## src/rtl/opb_register_simulink2ppc_coherent_if.sv

```systemverilog
// OPB bus-side signals of the simulink2ppc coherent readback register.
// The master modport is used by the bus/testbench, the slave modport by the register.
interface opb_register_simulink2ppc_coherent_if;
    logic [0:31] OPB_ABus;
    logic [0:3]  OPB_BE;
    logic [0:31] OPB_DBus;
    logic        OPB_RNW;
    logic        OPB_select;
    logic        OPB_seqAddr;
    logic [0:31] Sl_DBus;
    logic        Sl_xferAck;
    logic        Sl_errAck;
    logic        Sl_retry;
    logic        Sl_toutSup;

    modport master (
        output OPB_ABus, OPB_BE, OPB_DBus, OPB_RNW, OPB_select, OPB_seqAddr,
        input  Sl_DBus, Sl_xferAck, Sl_errAck, Sl_retry, Sl_toutSup
    );

    modport slave (
        input  OPB_ABus, OPB_BE, OPB_DBus, OPB_RNW, OPB_select, OPB_seqAddr,
        output Sl_DBus, Sl_xferAck, Sl_errAck, Sl_retry, Sl_toutSup
    );
endinterface

```

## src/rtl/opb_register_simulink2ppc_coherent.sv

```systemverilog
// Read-only OPB register exposing a user-written value of up to 64 bits; reading the
// low word snapshots the high word. Optional update counter: SIM2PPC_UPDATE_CNT_EN.
module opb_register_simulink2ppc_coherent #(
    parameter logic [31:0] C_BASEADDR   = 32'h01084100,
    parameter logic [31:0] C_HIGHADDR   = 32'h010841FF,
    parameter int unsigned C_OPB_AWIDTH = 32,
    parameter int unsigned C_OPB_DWIDTH = 32,
    parameter              C_FAMILY     = "virtex5",
    parameter int unsigned C_USER_WIDTH = 64
) (
    input  logic                    OPB_Clk,
    input  logic                    OPB_Rst,
    opb_register_simulink2ppc_coherent_if.slave opb,
    input  logic [C_USER_WIDTH-1:0] user_data_in,
    input  logic                    user_data_we
);

    typedef enum logic {
        ST_IDLE = 1'b0,
        ST_ACK  = 1'b1
    } bus_state_t;

    localparam int unsigned unused_family_len = $bits(C_FAMILY);

    bus_state_t              state;
    logic [63:0]             data_reg;
    logic [31:0]             shadow_hi;
    logic                    new_flag;
    logic [63:0]             user_ext;
    logic [C_OPB_AWIDTH-1:0] addr;
    logic [1:0]              word_off;
    logic                    in_range;
    logic                    hit;
    logic                    rd_lo;
    logic [C_OPB_DWIDTH-1:0] rd_word;
    logic                    unused_inputs;

`ifdef SIM2PPC_UPDATE_CNT_EN
    logic [31:0]             upd_cnt;
`endif

    assign addr          = opb.OPB_ABus;
    assign word_off      = opb.OPB_ABus[28:29];
    assign in_range      = (addr >= C_BASEADDR) && (addr <= C_HIGHADDR);
    assign hit           = opb.OPB_select && in_range && (state == ST_IDLE);
    assign rd_lo         = hit && opb.OPB_RNW && (word_off == 2'd0);
    assign unused_inputs = ^{opb.OPB_BE, opb.OPB_DBus, opb.OPB_seqAddr};

    assign opb.Sl_errAck  = 1'b0;
    assign opb.Sl_retry   = 1'b0;
    assign opb.Sl_toutSup = 1'b0;

    always_comb begin
        user_ext                     = '0;
        user_ext[C_USER_WIDTH-1:0]   = user_data_in;
    end

    always_comb begin
        rd_word = '0;
        unique case (word_off)
            2'd0: rd_word = data_reg[31:0];
            2'd1: rd_word = shadow_hi;
`ifdef SIM2PPC_UPDATE_CNT_EN
            2'd2: rd_word = upd_cnt;
`else
            2'd2: rd_word = '0;
`endif
            2'd3: rd_word = {31'b0, new_flag};
            default: rd_word = '0;
        endcase
    end

    // Capture and snapshot share an edge: the read sees the old pair, and a new capture
    // re-arms new_flag even when the same edge consumes it.
    always_ff @(posedge OPB_Clk) begin
        if (OPB_Rst) begin
            data_reg   <= '0;
            shadow_hi  <= '0;
            new_flag   <= 1'b0;
        end else begin
            if (user_data_we) begin
                data_reg <= user_ext;
            end
            if (rd_lo) begin
                shadow_hi <= data_reg[63:32];
            end
            if (user_data_we) begin
                new_flag <= 1'b1;
            end else if (rd_lo) begin
                new_flag <= 1'b0;
            end
        end
    end

`ifdef SIM2PPC_UPDATE_CNT_EN
    always_ff @(posedge OPB_Clk) begin
        if (OPB_Rst) begin
            upd_cnt <= '0;
        end else if (user_data_we) begin
            upd_cnt <= upd_cnt + 32'd1;
        end
    end
`endif

    // One-cycle ack; the ACK state blocks re-decode so a held select is acked every other cycle.
    always_ff @(posedge OPB_Clk) begin
        if (OPB_Rst) begin
            state          <= ST_IDLE;
            opb.Sl_xferAck <= 1'b0;
            opb.Sl_DBus    <= '0;
        end else begin
            unique case (state)
                ST_IDLE: begin
                    if (hit) begin
                        state          <= ST_ACK;
                        opb.Sl_xferAck <= 1'b1;
                        opb.Sl_DBus    <= opb.OPB_RNW ? rd_word : '0;
                    end else begin
                        opb.Sl_xferAck <= 1'b0;
                        opb.Sl_DBus    <= '0;
                    end
                end
                ST_ACK: begin
                    state          <= ST_IDLE;
                    opb.Sl_xferAck <= 1'b0;
                    opb.Sl_DBus    <= '0;
                end
                default: begin
                    state          <= ST_IDLE;
                    opb.Sl_xferAck <= 1'b0;
                    opb.Sl_DBus    <= '0;
                end
            endcase
        end
    end

endmodule

```

## src/flat_wrapper.sv

```systemverilog
// flat-port wrapper written by rule: the top's interface ports become plain ports
module opb_register_simulink2ppc_coherent_flat 
#(
    parameter logic [31:0] C_BASEADDR   = 32'h01084100,
    parameter logic [31:0] C_HIGHADDR   = 32'h010841FF,
    parameter int unsigned C_OPB_AWIDTH = 32,
    parameter int unsigned C_OPB_DWIDTH = 32,
    parameter              C_FAMILY     = "       ",
    parameter int unsigned C_USER_WIDTH = 64
)
  (OPB_Clk, OPB_Rst, user_data_in, user_data_we, opb_OPB_ABus, opb_OPB_BE, opb_OPB_DBus, opb_OPB_RNW, opb_OPB_select, opb_OPB_seqAddr, opb_Sl_DBus, opb_Sl_xferAck, opb_Sl_errAck, opb_Sl_retry, opb_Sl_toutSup);
  opb_register_simulink2ppc_coherent_if opb_i ();
  input  logic OPB_Clk;
  input  logic OPB_Rst;
  input  logic [C_USER_WIDTH-1:0] user_data_in;
  input  logic user_data_we;
  input wire logic [$bits(opb_i.OPB_ABus)-1:0] opb_OPB_ABus;
  input wire logic [$bits(opb_i.OPB_BE)-1:0] opb_OPB_BE;
  input wire logic [$bits(opb_i.OPB_DBus)-1:0] opb_OPB_DBus;
  input wire logic [$bits(opb_i.OPB_RNW)-1:0] opb_OPB_RNW;
  input wire logic [$bits(opb_i.OPB_select)-1:0] opb_OPB_select;
  input wire logic [$bits(opb_i.OPB_seqAddr)-1:0] opb_OPB_seqAddr;
  output wire logic [$bits(opb_i.Sl_DBus)-1:0] opb_Sl_DBus;
  output wire logic [$bits(opb_i.Sl_xferAck)-1:0] opb_Sl_xferAck;
  output wire logic [$bits(opb_i.Sl_errAck)-1:0] opb_Sl_errAck;
  output wire logic [$bits(opb_i.Sl_retry)-1:0] opb_Sl_retry;
  output wire logic [$bits(opb_i.Sl_toutSup)-1:0] opb_Sl_toutSup;
  assign opb_i.OPB_ABus = opb_OPB_ABus;
  assign opb_i.OPB_BE = opb_OPB_BE;
  assign opb_i.OPB_DBus = opb_OPB_DBus;
  assign opb_i.OPB_RNW = opb_OPB_RNW;
  assign opb_i.OPB_select = opb_OPB_select;
  assign opb_i.OPB_seqAddr = opb_OPB_seqAddr;
  assign opb_Sl_DBus = opb_i.Sl_DBus;
  assign opb_Sl_xferAck = opb_i.Sl_xferAck;
  assign opb_Sl_errAck = opb_i.Sl_errAck;
  assign opb_Sl_retry = opb_i.Sl_retry;
  assign opb_Sl_toutSup = opb_i.Sl_toutSup;
  opb_register_simulink2ppc_coherent #(.C_BASEADDR(C_BASEADDR), .C_HIGHADDR(C_HIGHADDR), .C_OPB_AWIDTH(C_OPB_AWIDTH), .C_OPB_DWIDTH(C_OPB_DWIDTH), .C_FAMILY(C_FAMILY), .C_USER_WIDTH(C_USER_WIDTH)) u_core (.OPB_Clk(OPB_Clk), .OPB_Rst(OPB_Rst), .opb(opb_i), .user_data_in(user_data_in), .user_data_we(user_data_we));
endmodule
```

## config.mk

```make
export PLATFORM = sky130hd
export DESIGN_NAME = opb_register_simulink2ppc_coherent_flat
export DESIGN_NICKNAME = d
export VERILOG_FILES = /design/src/rtl/opb_register_simulink2ppc_coherent_if.sv /design/src/rtl/opb_register_simulink2ppc_coherent.sv /design/src/flat_wrapper.sv
export SDC_FILE = /design/constraint.sdc
export NUM_CORES = 1
export LEC_CHECK = 0
export CORE_MARGIN = 2
export CORE_UTILIZATION = 48
export DETAILED_ROUTE_END_ITERATION = 7
export GPL_TIMING_DRIVEN = 1
export PLACE_DENSITY = 0.85
export SYNTH_ARGS = -nofsm -noshare
export SYNTH_HDL_FRONTEND = slang
export SYNTH_SLANG_ARGS = --single-unit
```

## constraint.sdc

```tcl
create_clock -name OPB_Clk -period 2.9 [get_ports OPB_Clk]
set_input_delay 0.58 -clock OPB_Clk [delete_from_list [all_inputs] [get_ports OPB_Clk]]
set_output_delay 0.58 -clock OPB_Clk [all_outputs]
set_load 0.05 [all_outputs]
```

# Yosys cells after proc, flatten, opt, wreduce, memory -nomap -nowiden
# Index checks and enable logic that the tools add are counted.
[totals]
out_inout_bits = 36
register_bits = 130
elab_cells = 26
memories = 0
mem_bits_rw = 0
mem_bits_ro = 0
latch_bits = 0
[classes]
order_cmp = 2
eq_ne = 3
add_sub_neg = 0
n_mul = 0
bitwise_logic = 1
n_div = 0
muxes = 8
n_shift = 0
n_reduce_logical = 7
[ops]
columns = ["op", "n"]
rows = [
  ["32-bit case mux with 4 select lines", 1],
  ["32-bit 2-to-1 mux", 2],
  ["32-bit case mux with 2 select lines", 1],
  ["32-bit by 25-bit greater-or-equal comparator with 1-bit output (second input constant)", 1],
  ["32-bit by 25-bit <= comparator with 1-bit output (second input constant)", 1],
  ["1-bit logical AND", 5],
  ["2-bit == test (second input constant)", 2],
  ["1-bit 2-to-1 mux", 3],
  ["2-bit by 1-bit == test with 1-bit output (second input constant)", 1],
  ["2-bit zero test", 1],
  ["1-bit case mux with 2 select lines", 1],
  ["2-bit nonzero test", 1],
  ["1-bit NOT", 1],
]

# Longest topological paths before layout
# Gate-level depths: netlist (run 1).
[depth]
ltp_word = 8
depth_mapped = 6

# Worst setup path before layout (run 1)
# OpenSTA, ideal clock, no wires.
[synth_timing]
path_type = "input to register"
start = "in opb_OPB_ABus[2]"
end = "reg u_core.shadow_hi[24]"
setup_slack_ps = 1177
arrival_ps = 1590
stages = 6
n_path_buf = 2
path_cell_list = "buf_2 > nor3b_4 > nand4_1 > clkbuf_1 > o21ai_1 > a21oi_1"
[synth_via]
elab_chain_len = 6
elab_cells_between_ends = 8
cone_classes = "order compare: 2; reduce/logical: 6"
[synth_lines]
columns = ["item", "line", "text"]
rows = [
  ["from (decl)", "flat_wrapper.sv:17", "input wire logic [$bits(opb_i.OPB_ABus)-1:0] opb_OPB_ABus;"],
  ["32-bit by 25-bit greater-or-equal comparator with 1-bit output or 32-bit by 25-bit <= comparator with 1-bit output (tied branches)", "opb_register_simulink2ppc_coherent.sv:44", "assign in_range = (addr >= C_BASEADDR) && (addr <= C_HIGHADDR);"],
  ["1-bit logical AND", "opb_register_simulink2ppc_coherent.sv:44", ""],
  ["1-bit logical AND (2 in a row)", "opb_register_simulink2ppc_coherent.sv:45", "assign hit = opb.OPB_select && in_range && (state == ST_IDLE);"],
  ["1-bit logical AND", "opb_register_simulink2ppc_coherent.sv:46", "assign rd_lo = hit && opb.OPB_RNW && (word_off == 2'd0);"],
  ["1-bit logical AND *", "opb_register_simulink2ppc_coherent.sv:46", ""],
  ["to (signal assigned)", "opb_register_simulink2ppc_coherent.sv:85", "shadow_hi <= data_reg[63:32];"],
  ["to (decl)", "opb_register_simulink2ppc_coherent.sv:27", "logic [31:0] shadow_hi;"],
]
# Every way passes the cells marked *; elsewhere a longest branch is shown, timed or not.
# A chain may end at the register's enable or synchronous reset.

# Worst setup path in the final report (run 1)
[layout_timing]
start = "reg u_core.opb.Sl_xferAck"
end = "out opb_Sl_xferAck"
[layout_rtl]
columns = ["item", "line", "text"]
rows = [
  ["from (decl)", "opb_register_simulink2ppc_coherent_if.sv:23", "output Sl_DBus, Sl_xferAck, Sl_errAck, Sl_retry, Sl_toutSup"],
  ["from (signal assigned)", "opb_register_simulink2ppc_coherent.sv:109", "opb.Sl_xferAck <= 1'b0;"],
  ["from (signal assigned)", "opb_register_simulink2ppc_coherent.sv:116", "opb.Sl_xferAck <= 1'b1;"],
  ["from (signal assigned)", "opb_register_simulink2ppc_coherent.sv:119", "opb.Sl_xferAck <= 1'b0;"],
  ["to (decl)", "flat_wrapper.sv:24", "output wire logic [$bits(opb_i.Sl_xferAck)-1:0] opb_Sl_xferAck;"],
]
# No word-level cell between the ends.

==> results of run 1 <==
==> kinds of logic after synthesis <==
logic type             share of synthesized area [%]
other                                        0.07661
multiplexers                                   19.63
flip-flops                                     53.17
AND/OR/NAND/NOR                                15.08
buffers and inverters                          5.189
AO/OA/AOI/OAI                                  6.851
==> how the worst max path moves through the flow <==
| stage | startpoint | endpoint | slack, ps |
|---|---|---|---|
| after detailed placement | opb_OPB_ABus[29] | u_core.opb.Sl_DBus[28]$_SDFF_PP0_ | 250 |
| after floorplan | opb_OPB_ABus[2] | u_core.shadow_hi[24]$_SDFFE_PP0P_ | 1180 |
| after CTS | u_core.opb.Sl_xferAck$_SDFF_PP0_ | opb_Sl_xferAck | 500 |
| final | u_core.opb.Sl_xferAck$_SDFF_PP0_ | opb_Sl_xferAck | 520 |
| after global placement | opb_OPB_ABus[29] | u_core.opb.Sl_DBus[19]$_SDFF_PP0_ | 310 |
| after global routing | u_core.opb.Sl_xferAck$_SDFF_PP0_ | opb_Sl_xferAck | 470 |
==> layout by cell type (no fill, tap or decap), types with 2 or more instances in the layout <==
cell type | synthesis | layout
sky130_fd_sc_hd__nor4b_2 | 5 | 5
sky130_fd_sc_hd__clkinvlp_4 | 0 | 3
sky130_fd_sc_hd__clkbuf_16 | 0 | 16
sky130_fd_sc_hd__clkdlybuf4s50_1 | 0 | 124
sky130_fd_sc_hd__nand2_1 | 2 | 2
sky130_fd_sc_hd__bufinv_16 | 0 | 2
sky130_fd_sc_hd__conb_1 | 1 | 3
sky130_fd_sc_hd__mux2i_1 | 96 | 96
sky130_fd_sc_hd__nor4_1 | 2 | 2
sky130_fd_sc_hd__nand4_1 | 34 | 34
sky130_fd_sc_hd__o21ai_0 | 22 | 22
sky130_fd_sc_hd__clkinv_4 | 0 | 4
sky130_fd_sc_hd__a21oi_1 | 33 | 33
sky130_fd_sc_hd__clkbuf_8 | 0 | 4
sky130_fd_sc_hd__clkinv_2 | 0 | 3
sky130_fd_sc_hd__nor2_1 | 96 | 96
sky130_fd_sc_hd__dfxtp_1 | 130 | 130
sky130_fd_sc_hd__o21ai_1 | 12 | 12
sky130_fd_sc_hd__buf_4 | 4 | 13
==> metrics by stage <==
step / std cells / power, mW / setup WS (ps) / util (%)
after floorplan: 488 / 2.063 / 1177 / -
after global placement: 715 / 2.217 / 313.9 / 62.96
after detailed placement: 715 / 2.229 / 245.8 / 62.96
after CTS: 747 / 4.272 / 501.7 / 68.95
after global routing: 747 / 4.373 / 472.2 / 68.95
final: 747 / 4.246 / 523.6 / 68.95
==> synthesized netlist by cell type (2+ instances only) <==
cell type                  instances
sky130_fd_sc_hd__nor2_1           96
sky130_fd_sc_hd__o21ai_1          12
sky130_fd_sc_hd__buf_4             4
sky130_fd_sc_hd__a21oi_1          33
sky130_fd_sc_hd__buf_2            11
sky130_fd_sc_hd__nor4b_2           5
sky130_fd_sc_hd__clkbuf_1         22
sky130_fd_sc_hd__nor4_1            2
sky130_fd_sc_hd__mux2i_1          96
sky130_fd_sc_hd__buf_6             7
sky130_fd_sc_hd__nand2_1           2
sky130_fd_sc_hd__nand4_1          34
sky130_fd_sc_hd__o21ai_0          22
sky130_fd_sc_hd__dfxtp_1         130
==> power groups by stage <==
stage	Combinational [mW]	Clock [mW]	Sequential, mW
2_1_floorplan	0.165	0	1.90
3_3_place_gp	0.314	0	1.90
3_5_place_dp	0.323	0	1.91
4_1_cts	0.326	2.08	1.87
5_1_grt	0.347	2.15	1.87
6_report	0.324	2.05	1.87
==> cell type report <==
type	instances	area (um2)
tap	133	166.4
timing repair buffer	139	1364
sequential	130	2603
clock buffer	20	455.4
clock inverter	12	132.6
multi-input combinational	312	2046
inverter	1	3.754
fill	769	3049
==> routing by layer <==
layer	GRT usage, %	vias up	routed length (um)
met5	0	-	0
met4	10.95	0	250
met3	5.989	16	688
met2	37.62	154	6207
met1	26.50	1887	5185
li1	-	1932	-
==> out/metrics.yaml, run 1 <==
setup_path:
  critical-path-max-stage-delay_ps: 850
  timing.critical_path.from_type: "flip-flop"
  cell_chain_of_the_critical_path: "clkdlybuf4s50_1"
  timing.critical_path.max_delay_family: "buffers and inverters"
  critical_path_peak_fanout: 5
  endpoint_kind: "output port"
  cp_slowest_cell: "sky130_fd_sc_hd__clkdlybuf4s50_1"
  cp_num_cells: 1
  critical_path.n_buffers_inverters: 1
  worstReg2RegStart: "u_core.opb.Sl_xferAck$_SDFF_PP0_"
  timing_worst_setup_path_type: "reg2out"
  crit_arrival_ps: 1800
  timing.reg2reg.worst_path_depth: 5
  required_time_at_the_worst_slack_endpoint_ps: 2320
  reg2reg_slack_ps: 880
  critical_path.reg2reg.endpoint: "u_core.shadow_hi[7]$_SDFFE_PP0P_"
synthesis:
  yosys_warnings: 0
  total_standard_cell_area_after_synthesis_mm2: 0.004895
  synth_area_per_cell_um2: 10.07
  syn-instance-count: 486
  yosysTopAreaCell: "sky130_fd_sc_hd__dfxtp_1"
  ys_async_sr_fraction_pct: 0
  netlist_top_cells_area: "sky130_fd_sc_hd__dfxtp_1 (53%), sky130_fd_sc_hd__mux2i_1 (20%), sky130_fd_sc_hd__nor2_1 (7.4%)"
  synth_seq_cells: 130
  postSynth.topFlopCell: "sky130_fd_sc_hd__dfxtp_1"
  netlist-cell-type-count: 24
  synth_top_area_share_pct: 53.17
  synth_enable_flop_cells: 0
  synth_seq_area_share_pct: 53.17
route:
  drt.antenna.violating_nets: 0
  via_per_inst: 5.340
  routedWlPerCell_um: 16.51
  drtPass1Iterations: 4
  via_count: 3989
  wl_um: 12330
  first_iter_violations: 159
  drc: 0
worst_hold_path:
  min_delay_path_depth: 2
  hold_end: "u_core.shadow_hi[16]$_SDFFE_PP0P_"
  worstHoldStart: "u_core.data_reg[48]$_SDFFE_PP0P_"
  hold_path_class: "reg2reg"
power:
  internal_power_mw: 3.319
  power.clock.fraction_pct: 48.3
  power.switching_uw: 927.0
  vdd.ir_drop.worst_mv: 0.3488
  p_sw_share_pct: 21.83
  seq_power_share_pct: 44.0
  powerDensity_mw_per_mm2: 627.1
  total_leakage_power_nw: 2.677
  power.combinational.fraction_pct: 7.6
cts:
  clock-sinks: 130
  clk_root_buffer_cell: "sky130_fd_sc_hd__clkbuf_8"
  cts_post_setup_buffers_inserted: 0
  path_clk_slew_ps: 60
  max-clock-path-buffers: 2
  cts-buffers-inserted: 17
  cts.htree.levels: 4
  clk-insertion-delay-late_ps: 510
  cts.hold.buffers_added: 0
  cts.repair.resized: 0
  cts_tree: "built"
floorplan:
  floorplan.die_area_mm2: 0.01102
  floorplan.rows: 36
  die_height_um: 105.0
  io_pins: 174
  initial_standard_cell_utilization_of_the_core_pct: 49.85
  core_area_mm2: 0.009819
  fp.dieW_um: 105.0
timing:
  slew_worst_pin_ps: 999.5
  timing.final.hold_violations: 0
  finalSetupViolations: 0
  timing.setup.tns_ps: 0
  max_slew_violations: 0
  final_period_minus_worst_setup_slack_ps: 2376
  fin_worst_hold_slack_ps: 468.4
  max_freq_mhz: 420.8
  final.period_utilization_pct: 81.94
  timing.max_slew.rel_slack_pct: 33.37
  final.setup_skew_ps: 7.248
  unrepaired_setup_endpoints_after_global_routing: "no"
placement:
  postPlaceCellArea_mm2: 0.006182
  dp_hpwl_um: 8049
  placement.io_buffers: 127
  gp_congestion: 0.8064
layout:
  design_area_mm2: 0.006770
  largest_register_ff_count: 64
  antenna_cells_inserted: 0
  flow.area_growth_from_synthesis_pct: 38.32
  layout.nets: 739
  drive_gt1_share_pct: 8.795
run:
  drv_cap: 0
global_routing:
  grt_start_max_net_pins: 100
  overflow: 0
  global_route_wire_length_before_repair_um: 19440
  antenna_found_initial: 0
  first_global_vias: 3963
  track_usage_pct: 22.43
outcome:
  run_status: "finished, final reports clean"
(Power assumes the default switching activity.)
==> run 2, diff against run 1 <==
--- a/config.mk
+++ b/config.mk
@@ -6,10 +6,10 @@
 export NUM_CORES = 1
 export LEC_CHECK = 0
 export CORE_MARGIN = 2
-export CORE_UTILIZATION = 48
+export CORE_UTILIZATION = 45
 export DETAILED_ROUTE_END_ITERATION = 7
 export GPL_TIMING_DRIVEN = 1
-export PLACE_DENSITY = 0.85
+export PLACE_DENSITY = 0.8
 export SYNTH_ARGS = -nofsm -noshare
 export SYNTH_HDL_FRONTEND = slang
 export SYNTH_SLANG_ARGS = --single-unit
==> constraint.sdc (replaced) <==
create_clock -name OPB_Clk -period 2.25 [get_ports OPB_Clk]
set_input_delay 0.45 -clock OPB_Clk [delete_from_list [all_inputs] [get_ports OPB_Clk]]
set_output_delay 0.45 -clock OPB_Clk [all_outputs]
set_load 0.05 [all_outputs]
==> run 2 against run 1 <==
  * Routed wire length decreased by 0.34%
  * Non-clock buffer count grew 3
  * Via count fell by 0.93%
  * Register-to-register slack worse by 370 ps
  * Highest routed layer unchanged
  * Total power up 24%
  * Largest power group unchanged
  * Global-route usage down 0.59 points
  * Critical path depth is the same
==> out/metrics.yaml, run 2 (synthesized netlist as in run 1, its figures left out) <==
outcome:
  run_status: "finished, final reports clean"
layout:
  area.sequential_mm2: 0.002603  # unchanged
  antenna_cells_inserted: 0  # unchanged
  largest_register_ff_count: 64  # unchanged
  design_area_mm2: 0.006797  # +0.39%
  drive_gt1_share_pct: 9.076  # +0.28 points
  final_common_cell: "sky130_fd_sc_hd__dfxtp_1"
  layout.nets: 742  # +0.41%
  mostFrequentLayoutCells: "sky130_fd_sc_hd__dfxtp_1 (130), sky130_fd_sc_hd__clkdlybuf4s50_1 (123), sky130_fd_sc_hd__nor2_1 (96), sky130_fd_sc_hd__mux2i_1 (96), sky130_fd_sc_hd__nand4_1 (34)"
  fill_cells: 897  # +17%
  multi_input_area_mm2: 0.002046  # unchanged
  flow.area_growth_from_synthesis_pct: 38.85
setup_path:
  reg2reg_slack_ps: 510  # -370 ps
  timing.critical_path.max_delay_family: "buffers and inverters"
  timing.reg2reg.worst_path_depth: 5  # unchanged
  critical_path.n_buffers_inverters: 1  # unchanged
  crit_path_start: "u_core.opb.Sl_DBus[31]$_SDFF_PP0_"
  required_time_at_the_worst_slack_endpoint_ps: 1800  # -520 ps
  cell_chain_of_the_critical_path: "clkdlybuf4s50_1"
  worstReg2RegStart: "u_core.opb.Sl_xferAck$_SDFF_PP0_"
  critical-path-max-stage-delay_ps: 830  # -20 ps
  endpoint_kind: "output port"
  timing.critical_path.from_type: "flip-flop"
  crit_arrival_ps: 1640  # -160 ps
  timing_worst_setup_path_type: "reg2out"
  cp_slowest_cell: "sky130_fd_sc_hd__clkdlybuf4s50_1"
  critical_path_peak_fanout: 1  # -4
  critical_path.reg2reg.endpoint: "u_core.shadow_hi[14]$_SDFFE_PP0P_"
timing:
  fin_worst_hold_slack_ps: 397.4  # -71.01 ps
  final_period_minus_worst_setup_slack_ps: 2091
  slew_worst_pin_ps: 611.3  # -388.2 ps
  timing.final.hold_violations: 0  # unchanged
  max_freq_mhz: 478.2
  timing.max_slew.rel_slack_pct: 59.24  # +26 points
  final.period_utilization_pct: 92.94
  final.setup_skew_ps: 9.874  # +2.627 ps
  unrepaired_setup_endpoints_after_global_routing: "no"
  timing.final.ws_setup_ps: 158.8  # -364.8 ps
  max_slew_violations: 0  # unchanged
  finalSetupViolations: 0  # unchanged
floorplan:
  fp.dieW_um: 108.3  # +3.2%
  die_height_um: 108.3  # +3.2%
  floorplan.die_area_mm2: 0.01173  # +6.4%
  floorplan.rows: 38  # +5.6%
  core_area_mm2: 0.01075  # +9.4%
  initial_standard_cell_utilization_of_the_core_pct: 45.55  # -4.3 points
  io_pins: 174  # unchanged
cts:
  cts_post_setup_buffers_inserted: 0  # unchanged
  clk_root_buffer_cell: "sky130_fd_sc_hd__clkbuf_8"
  cts-buffers-inserted: 17  # unchanged
  clock-sinks: 130  # unchanged
  max-clock-path-buffers: 2  # unchanged
  cts.htree.levels: 4  # unchanged
  cts.hold.buffers_added: 0  # unchanged
  cts_tree: "built"
  path_clk_slew_ps: 60  # about the same
  cts.repair.resized: 1  # +1
  clk-insertion-delay-late_ps: 510  # about the same
global_routing:
  grt_start_max_net_pins: 59  # -41%
  antenna_found_initial: 0  # unchanged
  first_global_vias: 3960  # -0.076%
  track_usage_pct: 21.84  # -0.59 points
  overflow: 0  # unchanged
  global_route_wire_length_before_repair_um: 19660  # +1.1%
worst_hold_path:
  hold_path_class: "in2reg"
  hold_end: "u_core.opb.Sl_DBus[2]$_SDFF_PP0_"
  worstHoldStart: "opb_OPB_ABus[2]"
  min_delay_path_depth: 3  # +1
power:
  powerDensity_mw_per_mm2: 774.9  # +24%
  vdd.ir_drop.worst_mv: 0.6089  # +75%
  total_leakage_power_nw: 2.678  # about the same
run:
  drv_cap: 0  # unchanged
route:
  via_per_inst: 5.221  # -2.2%
  drt.antenna.violating_nets: 0  # unchanged
  via_count: 3952  # -0.93%
  drtPass1Iterations: 4  # unchanged
  drc: 0  # unchanged
  routedWlPerCell_um: 16.24  # -1.7%
  first_iter_violations: 162  # +1.9%
  wl_um: 12290  # -0.34%
placement:
  placement.io_buffers: 127  # unchanged
  gp_congestion: 0.7739  # -4.0%
  dp_slack_ps: -46.69  # -292.5 ps
  dp_hpwl_um: 8074  # +0.32%
  postPlaceCellArea_mm2: 0.006264  # +1.3%
-- run 2: power breakdown --
group	internal, mW	switching [mW]
sequential	2.37	0.0357
combinational	0.246	0.176
clock	1.40	1.04
-- run 2: per-layer routing --
layer	vias to the layer above	share of wire [%]	track usage, %
li1	1929	-	-
met3	20	5.1	5.184
met1	1881	41	24.94
met2	122	52	38.50
met4	0	2.4	10.16
met5	-	0	0
-- run 2: how the worst max path moves through the flow --
stage	end	slack [ps]	cells past startpoint
2_1_floorplan	u_core.shadow_hi[10]$_SDFFE_PP0P_	650	5
3_3_place_gp	u_core.shadow_hi[25]$_SDFFE_PP0P_	40	6
3_5_place_dp	u_core.shadow_hi[8]$_SDFFE_PP0P_	-50	6
4_1_cts	opb_Sl_DBus[26]	130	1
5_1_grt	opb_Sl_DBus[26]	100	1
6_report	opb_Sl_DBus[0]	160	1
-- run 2: cell type report --
type	count	share of cell area, %
well taps	140	2.577
inverters	1	0.05523
clock inverters	13	1.510
repair buffers	142	21.12
flip-flops and latches	130	38.29
multi-input cells	312	30.10
clock buffers	19	6.351
-- run 2: stage by stage --
step	utilization, %	total power [mW]	cells	TNS, ps
6_report	63.25	5.266	757	0
3_3_place_gp	58.29	2.865	725	0
2_1_floorplan	-	2.659	488	0
5_1_grt	63.25	5.458	757	0
3_5_place_dp	58.29	2.879	725	-407.7
4_1_cts	63.25	5.310	757	0
-- run 2: worst register-to-register path: cells and delay by family, from the launching register on --
kind / cells / cell delay [ps]
AND/OR/NAND/NOR: 3 / 860
flip-flops: 1 / 380
buffers and inverters: 1 / 260
AO/OA/AOI/OAI: 1 / 180
==> run 3, diff against run 2 <==
--- a/config.mk
+++ b/config.mk
@@ -6,10 +6,10 @@
 export NUM_CORES = 1
 export LEC_CHECK = 0
 export CORE_MARGIN = 2
-export CORE_UTILIZATION = 45
+export CORE_UTILIZATION = 48
 export DETAILED_ROUTE_END_ITERATION = 7
 export GPL_TIMING_DRIVEN = 1
-export PLACE_DENSITY = 0.8
+export PLACE_DENSITY = 0.85
 export SYNTH_ARGS = -nofsm -noshare
 export SYNTH_HDL_FRONTEND = slang
 export SYNTH_SLANG_ARGS = --single-unit
==> constraint.sdc (replaced) <==
create_clock -name OPB_Clk -period 2.5 [get_ports OPB_Clk]
set_input_delay 0.5 -clock OPB_Clk [delete_from_list [all_inputs] [get_ports OPB_Clk]]
set_output_delay 0.5 -clock OPB_Clk [all_outputs]
set_load 0.05 [all_outputs]
==> run 3 against run 2 <==
  * Core utilization grew 5.9 points
  * Setup slack better by 43 ps
  * Sequential power fell by 10%
  * Final cell count down 1.3%
  * Register-to-register slack gained 200 ps
  * Global-route usage up 2.2 points
  * Count of clock-buffer cells in the layout decreased by 1
  * First-iteration DRC count rose by 25%
  * Routed wire length up 5.6%
  * Highest routed layer unchanged
  * Final area is 0.13% lower
  * Worst hold slack gained 79 ps
  * Clock skew down 3.3 ps
==> out/metrics.yaml, run 3 (synthesized netlist as in run 1, its figures left out) <==
layout:
  final_common_cell: "sky130_fd_sc_hd__dfxtp_1"
  mostFrequentLayoutCells: "sky130_fd_sc_hd__dfxtp_1 (130), sky130_fd_sc_hd__clkdlybuf4s50_1 (124), sky130_fd_sc_hd__nor2_1 (96), sky130_fd_sc_hd__mux2i_1 (96), sky130_fd_sc_hd__nand4_1 (34)"
  antenna_cells_inserted: 0  # unchanged
  layout.nets: 739  # -0.40%
  flow.area_growth_from_synthesis_pct: 38.68
  post_layout_instance_count_excluding_filler_cells: 747  # -1.3%
  drive_gt1_share_pct: 8.795  # -0.28 points
  largest_register_ff_count: 64  # unchanged
placement:
  dp_hpwl_um: 8121  # +0.58%
  dp.cells: 715  # -1.4%
  gp_congestion: 0.7802  # +0.81%
  dp_slack_ps: 156.7  # +203.4 ps
  placement.io_buffers: 127  # unchanged
route:
  drtPass1Iterations: 4  # unchanged
  via_per_inst: 5.422  # +3.9%
  drt.antenna.violating_nets: 0  # unchanged
  drc: 0  # unchanged
  wl_um: 12980  # +5.6%
  via_count: 4050  # +2.5%
  routedWlPerCell_um: 17.37  # +7.0%
  first_iter_violations: 203  # +25%
global_routing:
  grt_start_max_net_pins: 57  # -3.4%
  first_global_vias: 4187  # +5.7%
  global_route_wire_length_before_repair_um: 20910  # +6.4%
  overflow: 0  # unchanged
  track_usage_pct: 24.00  # +2.2 points
  antenna_found_initial: 0  # unchanged
cts:
  cts.hold.buffers_added: 0  # unchanged
  path_clk_slew_ps: 60  # about the same
  clock-sinks: 130  # unchanged
  clk_root_buffer_cell: "sky130_fd_sc_hd__clkbuf_8"
  cts_post_setup_buffers_inserted: 0  # unchanged
  cts.repair.resized: 0  # -1
  max-clock-path-buffers: 2  # unchanged
  cts.htree.levels: 4  # unchanged
  cts-buffers-inserted: 17  # unchanged
  clk-insertion-delay-late_ps: 510  # about the same
  cts_tree: "built"
worst_hold_path:
  hold_end: "u_core.shadow_hi[21]$_SDFFE_PP0P_"
  min_delay_path_depth: 2  # -1
  worstHoldStart: "u_core.data_reg[53]$_SDFFE_PP0P_"
  hold_path_class: "reg2reg"
timing:
  finalSetupViolations: 0  # unchanged
  unrepaired_setup_endpoints_after_global_routing: "no"
  slew_worst_pin_ps: 607.0  # -4.356 ps
  fin_worst_hold_slack_ps: 476.1  # +78.73 ps
  final.setup_skew_ps: 6.613  # -3.261 ps
  max_slew_violations: 0  # unchanged
  timing.final.ws_setup_ps: 201.9  # +43.10 ps
  timing.final.hold_violations: 0  # unchanged
  final.period_utilization_pct: 91.93
  timing.setup.tns_ps: 0  # unchanged
  final_period_minus_worst_setup_slack_ps: 2298
  timing.max_slew.rel_slack_pct: 59.54  # +0.29 points
  max_freq_mhz: 435.1
floorplan:
  fp.dieW_um: 105.0  # -3.1%
  initial_standard_cell_utilization_of_the_core_pct: 49.85  # +4.3 points
  die_height_um: 105.0  # -3.1%
  io_pins: 174  # unchanged
  core_area_mm2: 0.009819  # -8.6%
  floorplan.die_area_mm2: 0.01102  # -6.0%
  floorplan.rows: 36  # -5.3%
setup_path:
  critical_path_peak_fanout: 5  # +4
  required_time_at_the_worst_slack_endpoint_ps: 2000  # +200 ps
  timing.reg2reg.worst_path_depth: 6  # +1
  cp_slowest_cell: "sky130_fd_sc_hd__clkdlybuf4s50_1"
  timing.critical_path.max_delay_family: "buffers and inverters"
  critical_path.n_buffers_inverters: 1  # unchanged
  timing.critical_path.from_type: "flip-flop"
  critical-path-max-stage-delay_ps: 850  # +20 ps
  critical_path.reg2reg.endpoint: "u_core.opb.Sl_DBus[4]$_SDFF_PP0_"
  endpoint_kind: "output port"
  crit_arrival_ps: 1800  # +160 ps
  cell_chain_of_the_critical_path: "clkdlybuf4s50_1"
  reg2reg_slack_ps: 710  # +200 ps
  worstReg2RegStart: "u_core.opb.Sl_xferAck$_SDFF_PP0_"
  timing_worst_setup_path_type: "reg2out"
outcome:
  run_status: "finished, final reports clean"
power:
  p_total_mw: 4.910  # -6.8%
  total_leakage_power_nw: 2.671  # -0.26%
  vdd.ir_drop.worst_mv: 0.4346  # -29%
  powerDensity_mw_per_mm2: 723.4  # -6.6%
run:
  drv_cap: 0  # unchanged
[run 3: worst max-delay path by stage]
stage | from | to | slack, ps | cells past startpoint
2_1_floorplan | opb_OPB_ABus[2] | u_core.shadow_hi[24]$_SDFFE_PP0P_ | 860 | 6
3_5_place_dp | opb_OPB_ABus[29] | u_core.opb.Sl_DBus[4]$_SDFF_PP0_ | 160 | 7
4_1_cts | u_core.opb.Sl_xferAck$_SDFF_PP0_ | opb_Sl_xferAck | 190 | 1
6_report | u_core.opb.Sl_xferAck$_SDFF_PP0_ | opb_Sl_xferAck | 200 | 1
5_1_grt | u_core.opb.Sl_xferAck$_SDFF_PP0_ | opb_Sl_xferAck | 160 | 1
3_3_place_gp | opb_OPB_ABus[29] | u_core.opb.Sl_DBus[2]$_SDFF_PP0_ | 240 | 7
[run 3: per-layer routing]
layer | track usage [%] | part of all wire (%) | up-vias | wire [um]
met2 | 40.58 | 50 | 166 | 6547
met1 | 26.64 | 40 | 1926 | 5162
met4 | 14.00 | 3.7 | 0 | 486
li1 | - | - | 1922 | -
met3 | 7.174 | 6.0 | 36 | 780
met5 | 0 | 0 | - | 0
[run 3: cell type report]
type,count,area [um2]
Clock buffer,18,427.9
Clock inverter,14,152.6
Fill cell,740,3032
Inverter,1,3.754
Multi-Input combinational cell,312,2046
Sequential cell,130,2603
Tap cell,133,166.4
Timing Repair Buffer,139,1389
[run 3: per-stage QoR]
stage	area, um2	util [%]
floorplan	4902	-
global placement	6207	63.21
detailed placement	6207	63.21
CTS	6788	69.13
global route	6788	69.13
finish	6788	69.13
[run 3: power by group]
group	total [mW]	leakage [nW]	internal, mW	switching, mW
combinational	0.379	1.34	0.219	0.160
clock	2.36	0.274	1.45	0.910
sequential	2.17	1.06	2.14	0.0341
==> RTL change: new RTL, config.mk and constraints of run 2 <==
`C_USER_WIDTH` is set to 64 in 2 places; all go to 60.
--- a/src/rtl/opb_register_simulink2ppc_coherent.sv
+++ b/src/rtl/opb_register_simulink2ppc_coherent.sv
@@ -7,5 +7,5 @@
     parameter int unsigned C_OPB_DWIDTH = 32,
     parameter              C_FAMILY     = "virtex5",
-    parameter int unsigned C_USER_WIDTH = 64
+    parameter int unsigned C_USER_WIDTH = 60
 ) (
     input  logic                    OPB_Clk,
--- a/src/flat_wrapper.sv
+++ b/src/flat_wrapper.sv
@@ -7,5 +7,5 @@
     parameter int unsigned C_OPB_DWIDTH = 32,
     parameter              C_FAMILY     = "       ",
-    parameter int unsigned C_USER_WIDTH = 64
+    parameter int unsigned C_USER_WIDTH = 60
 )
   (OPB_Clk, OPB_Rst, user_data_in, user_data_we, opb_OPB_ABus, opb_OPB_BE, opb_OPB_DBus, opb_OPB_RNW, opb_OPB_select, opb_OPB_seqAddr, opb_Sl_DBus, opb_Sl_xferAck, opb_Sl_errAck, opb_Sl_retry, opb_Sl_toutSup);
Ports: changed (resized user_data_in); port bits go from 174 to 170. The function was not compared with the original's and may differ.
==> RTL change against run 2 <==
  * Sequential cell count fell by 8
  * Worst setup slack got worse by 0.0085 ns
  * Total power fell by 0.21%
  * Area after synthesis fell by 6.4%
  * Wire length fell by 11%
  * Design area fell by 5.2%
  * Synthesized cell count fell by 7.0%
  * Critical path depth did not move
  * Largest power group unchanged
  * Highest routed layer unchanged
==> RTL change: results (changes against run 2) <==
| Metric | Value |
|---|---|
| Proportion of layout cells with a drive suffix above 1 | 9.36% (was 9.08%) |
| Pleak | 2.54 nW (was 2.68 nW) |
| Slowest cell delay on critical path | 0.83 ns (about the same) |
| Fin. max-slew vios | 0 (unchanged) |
| Post-CTS setup buffer count | 0 (unchanged) |
| Final WL | 10,900 microns (was 12,300 microns) |
| Dpl hpwl | 7050 microns (was 8070 microns) |
| Register area share after synthesis | 53.3% (was 53.2%) |
| CP max stage cell | clkdlybuf4s50_1 (unchanged) |
| PostCTS Resize Cnt | 0 (was 1) |
| Worst path top cell family by delay | buffers and inverters (unchanged) |
| Status | finished clean (unchanged) |
| Clock skew | 0.00869 ns (was 0.00987 ns) |
| Routed vias | 3,682 (was 3,952) |
| Fin nets | 698 (was 742) |
| Top post-synthesis cells by area | dfxtp_1 53%, mux2i_1 19%, nor2_1 7.3% (was dfxtp_1 53%, mux2i_1 20%, nor2_1 7.4%) |
| Top cells by count, synth | 122 x dfxtp_1, 89 x nor2_1, 88 x mux2i_1, 30 x nand4_1, 29 x a21oi_1 (was 130 x dfxtp_1, 96 x mux2i_1, 96 x nor2_1, 34 x nand4_1, 33 x a21oi_1) |
| Largest net degree at the start of global routing | 62 (was 59) |
| Worst min path class | primary input to register (unchanged) |
| Ys async rst share | 0% (unchanged) |
| Max reg flops | 60 (was 64) |
| Worst-case clock buffer depth | 2 (unchanged) |
| H-tree depth | 4 (unchanged) |
| Clock Tree Root | clkbuf_8 (unchanged) |
| # diodes | 0 (unchanged) |
| Largest vdd supply drop | 0.000586 V (was 0.000609 V) |
| Synthesis warning total | 0 (unchanged) |
| DR pass1 iterations | 4 (unchanged) |
| Reg clk slew, reported paths | 0.06 ns (about the same) |
| Library cells used by synthesis | 28 (was 24) |
| First-pass GRT wire length | 17,900 microns (was 19,700 microns) |
| Slew margin rel. | 64.0% (was 59.2%) |
| CP Data Arrival Time | roughly 1.7 ns |
| Port bufs | 123 (was 127) |
| Gpl congestion | 0.777 (was 0.774) |
| Num CTS Buffers | 17 (unchanged) |
| Initial antenna violation count | 0 (unchanged) |
| Clk Latency, worst-skew pair | ~0.50 ns |
| GRT Total Usage | 20.2% (was 21.8%) |
| Violation count after the first detailed-route iteration | 159 (was 162) |
## RTL change: cell type report
cell class / instances / area (sq um)
Fill cell: 808 / 3380
Clock inverter: 15 / 163
Inverter: 1 / 3.75
Timing Repair Buffer: 133 / 1350
Multi-Input combinational cell: 289 / 1910
Clock buffer: 17 / 414
Sequential cell: 122 / 2440
Tap cell: 133 / 166
## RTL change: cells by family after synthesis
group / after synthesis / share of synthesized area [%]
compound gates: 59 / 6.44
buf+inv: 43 / 5.35
flops: 122 / 53.3
mux: 88 / 19.2
other cells: 1 / 0.0818
simple gates: 139 / 15.6
## RTL change: layer usage
layer	GRT usage, %	vias up	part of all wire, %
met4	7.14	0	0.93
met3	6.36	8	6.7
met1	23.4	1768	40
met2	35.0	112	52
li1	-	1794	-
met5	0	-	0
## RTL change: power breakdown
group | switching [W] | internal (W)
logic | 0.000161 | 0.000230
clock network | 0.00101 | 0.00159
registers | 0.0000341 | 0.00223
## RTL change: path summary, 6_finish.rpt
path / start / to / slack, ns / cells after the start
worst min-delay path: OPB_Rst / u_core.data_reg[29] / 0.37 / 2
worst min register to register: u_core.data_reg[28] / u_core.opb.Sl_DBus[3] / 0.46 / 1
worst max register to register: u_core.opb.Sl_xferAck / u_core.opb.Sl_DBus[15] / 0.50 / 5
worst max-delay path: u_core.opb.Sl_DBus[25] / opb_Sl_DBus[6] / 0.15 / 1
## RTL change: metrics by stage
step | std cells | power, W | hold slack [ns] | setup WS (ns) | cell area [sq um]
2_1_floorplan | 454 | 0.00249 | 0.429 | 0.595 | 4590
3_3_place_gp | 678 | 0.00268 | 0.439 | 0.0289 | 5870
3_5_place_dp | 678 | 0.00270 | 0.455 | -0.0702 | 5870
4_1_cts | 710 | 0.00530 | 0.358 | 0.117 | 6440
5_1_grt | 710 | 0.00544 | 0.384 | 0.0920 | 6440
6_report | 710 | 0.00526 | 0.374 | 0.150 | 6440
